File: src/rtl/ffmon_lfsr.sv
`default_nettype none
// ============================================================================
// Module   : ffmon_lfsr
// Purpose  : Seedable 16-bit Fibonacci LFSR, taps 16,14,13,11 (shift left,
//            feedback into bit 0).
// Ports    : clk      - clock
//            rst      - asynchronous active-high reset (state <= SEED)
//            i_load   - reload SEED (has priority over i_step)
//            i_step   - advance one step
//            o_state  - current LFSR state
// Revision : 1.0 - initial release
// ============================================================================
module ffmon_lfsr #(
  parameter logic [15:0] SEED = 16'hACE1
) (
  input  logic        clk,
  input  logic        rst,
  input  logic        i_load,
  input  logic        i_step,
  output logic [15:0] o_state
);

  logic [15:0] r_state;
  logic        w_fb;

  assign w_fb = r_state[15] ^ r_state[13] ^ r_state[12] ^ r_state[10];

  always_ff @(posedge clk or posedge rst) begin
    if (rst)         r_state <= SEED;
    else if (i_load) r_state <= SEED;
    else if (i_step) r_state <= {r_state[14:0], w_fb};
  end

  assign o_state = r_state;

endmodule
`default_nettype wire

File: config.mk
export PLATFORM = sky130hd
export DESIGN_NAME = ffmon_lfsr
export DESIGN_NICKNAME = d
export VERILOG_FILES = /design/src/rtl/ffmon_lfsr.sv
export SDC_FILE = /design/constraint.sdc
export NUM_CORES = 1
export LEC_CHECK = 0
export BUFFER_PORTS_ARGS = -buffer_cell sky130_fd_sc_hd__buf_2
export CAP_MARGIN = 20
export CORE_MARGIN = 2
export CORE_UTILIZATION = 48
export CTS_CLUSTER_DIAMETER = 120
export CTS_CLUSTER_SIZE = 25
export DETAILED_ROUTE_END_ITERATION = 8
export PLACE_DENSITY = 0.71
export RECOVER_POWER = 100
export SYNTH_ARGS = -nofsm -noshare
export SYNTH_HDL_FRONTEND = slang
export SYNTH_SLANG_ARGS = --single-unit
File: constraint.sdc
create_clock -name clk -period 1 [get_ports clk]
set_input_delay 0 -clock clk [delete_from_list [all_inputs] [get_ports clk]]
set_output_delay 0 -clock clk [all_outputs]
set_load 0.02 [all_outputs]
==> run metrics <==
DR iter-0 viols=0; H-tree level count=1; Tightest Pin Transition=0.373 ns; combinational power share=0.203; ys async rst share=1.00; failing checks=negative setup slack; Die W=about 42 um; critical path endpoint category=output pin; synthesized area=between 600 and 700 um2; diode count=0; Power Total=0.00146 W; First-pass DRT Iterations=1; DP Area=just over 800 um2; HPWL after DPL=roughly 840 um; Most used DFF post-synth=dfstp_2; fin crit period=around 1.1 ns; Die H=roughly 42 um; largest net degree at the start of global routing=18; GRT overflow=0; Avg WL per Cell=between 10 and 15 um; Clk network pwr share=0.285; CTS tree=built; initial antenna violation count=0; CTS sink cnt=16; Worst Setup Path Type=reg2out; CTS max path bufs=2; std cell rows=13; post-synth top area share=0.303; status=complete, but fails checks; Net Count, Synth=60; Top cell by count, worst path=buf_6; Synth top cells by count=15 x mux2i_1, 8 x dfrtp_1, 8 x dfstp_2, 8 x nor2_1, 7 x nand2_1; Final ANT Viol Nets=0; clock skew=roughly 0.0070 ns; CP max stage delay=0.57 ns; Worst-path clk slew=~0.090 ns; Sw Share=0.266; Layout Nets=88; area of the multi-input gates=between 200 and 300 um2; leading post-synthesis cells by cell area=dfstp_2 30%, dfrtp_1 29%, mux2i_1 22%, nor2_1 4.3%, nand2_1 3.8%; cell area after layout=~920 um2; Largest register FFs=16; cell depth of the worst flop-to-flop path=3; Hold Startpoint=i_load; worst setup margin=-0.0519 ns; Worst Setup Start Kind=flop; Filler cells=100; worst-path cell chain=buf_6, buf_6; synth warn=0; Min-Delay Endpoint=o_state[3]$_DFFE_PP0P_; Final period util=1.05; routed wire length=approximately 1.2 mm; RSZ-0062 raised after global routing=yes; Vias=481; gpl congestion=0.744; Slew Limit Fails=0; critical path's slowest cell=dfstp_2; post-synthesis register bit count=16; Crit Reg-Reg Startpoint=o_state[15]$_DFFE_PP1P_; CP max FO=2; endpoints failing setup=5; Power Dens Cells=around 1600 nW/um2; Total GRT Usage=0.157; Num CTS Buffers=3; layout cells sized above 1=0.337; Hold Vio Cnt, Final=0; switching power=just under 0.0004 W; die area=between 1500 and 2000 um2; most common cell in the netlist=mux2i_1; max_cap viols=0; Storage cell area=a little over 400 um2; Netlist cell types=12; fmax=0.951 GHz; drt drc=0; clk_lat worst skew=between 0.2 and 0.3 ns; Mapped Cells=56; sequential area share after synthesis=0.592; CP Data Required Time=1.00 ns; Syn Area/Cell=12.4 um2; r2r setup slk=-0.01 ns; Initial Util=0.526; RR Endpoint=o_state[0]$_DFFE_PP1P_; first-pass GRT wire length=2.07 mm; vias per cell=4.91; port bufs=19; Area growth, synth to finish=33.0%; core area=between 1000 and 1500 um2; Flop pwr share=0.512; worst hold path type=in2reg; internal power=between 0.001 and 0.0015 W; Leak Pwr=between 0.4 and 0.5 nW; I/O pins=20; Root Driver=clkbuf_4; WHS Path Cells=2; Synth area leader=dfstp_2; vias in the first global route=around 460; Data arrival, critical path=roughly 1.1 ns; Rel. slew slack=0.751; number of flops mapped to enable cells by yosys=0; maximum vdd drop=between 1 and 1.5 mV
[cells by family (layout without fill, tap and decap cells)]
family          after synthesis  in the layout  share of synthesized area
mux                          15             15                      0.217
buf+inv                       5             32                     0.0559
simple gates                 16             16                     0.0884
flops                        16             16                      0.592
xor+xnor                      3              3                     0.0379
compound gates                1              1                    0.00903
[metal layers]
metal | track usage | vias up | part of all wire | routed length, um
met2 | 0.250 | 13 | 0.44 | 543
met5 | 0 | - | 0 | 0
li1 | - | 239 | - | -
met4 | 0.0774 | 0 | 0.0073 | 9
met1 | 0.201 | 227 | 0.51 | 623
met3 | 0.0345 | 2 | 0.044 | 54
[critical path, delay by kind of cell, from the launching register on]
family   cells  cell delay (ns)
buf+inv      2             0.20
flops        1             0.57
[power groups by stage]
stage	logic, W	clock network, W	registers (W)
3_3_place_gp	0.000262	0	0.000753
2_1_floorplan	0.000126	0	0.000812
4_1_cts	0.000299	0.000423	0.000749
6_report	0.000296	0.000416	0.000747
5_1_grt	0.000320	0.000449	0.000753
3_5_place_dp	0.000263	0	0.000756
[cells in the final DEF, fill, tap and decap left out, drive strengths merged]
cell,netlist,routed
a31oi,1,1
buf,2,16
clkbuf,1,13
dfrtp,8,8
dfstp,8,8
dlygate4sd3,0,1
inv,2,2
mux2i,15,15
nand2,7,7
nor2,8,8
nor3,1,1
xnor2,3,3
[cell type report]
type                            count  share of cell area
Clock buffer                        4              0.0393
Inverter                            2             0.00814
Multi-Input combinational cell     35               0.281
Sequential cell                    16               0.445
Tap cell                           15              0.0204
Timing Repair Buffer               26               0.206
[per-stage QoR]
step                setup WS (ns)  instances  setup TNS (ns)  hold WS (ns)   util
global placement           0.0302         91               0       0.00611  0.627
detailed placement        0.00778         91               0        0.0108  0.627
CTS                       -0.0593         98          -0.125        0.0198  0.701
floorplan                 -0.0386         56         -0.0386       -0.0920      -
global route              -0.0911         98          -0.358        0.0283  0.700
finish                    -0.0519         98          -0.117        0.0175  0.700
[worst max-delay path by stage]
stage	startpoint	to	cells after the start
5_1_grt	o_state[10]$_DFFE_PP1P_	o_state[10]	2
3_5_place_dp	o_state[15]$_DFFE_PP1P_	o_state[0]$_DFFE_PP1P_	3
3_3_place_gp	o_state[15]$_DFFE_PP1P_	o_state[0]$_DFFE_PP1P_	3
4_1_cts	o_state[10]$_DFFE_PP1P_	o_state[10]	2
6_report	o_state[10]$_DFFE_PP1P_	o_state[10]	2
2_1_floorplan	o_state[10]$_DFFE_PP1P_	o_state[0]$_DFFE_PP1P_	3
[what timing repair did]
item                                    in CTS  in global routing
endpoints found under the hold margin       16                  0
buffers inserted                             2                  0
pin swaps                                    3                  1
gates resized for setup                     10                  4
hold buffers                                 1                  0
endpoints found under the setup margin       5                 10
(Power assumes the default switching activity.)
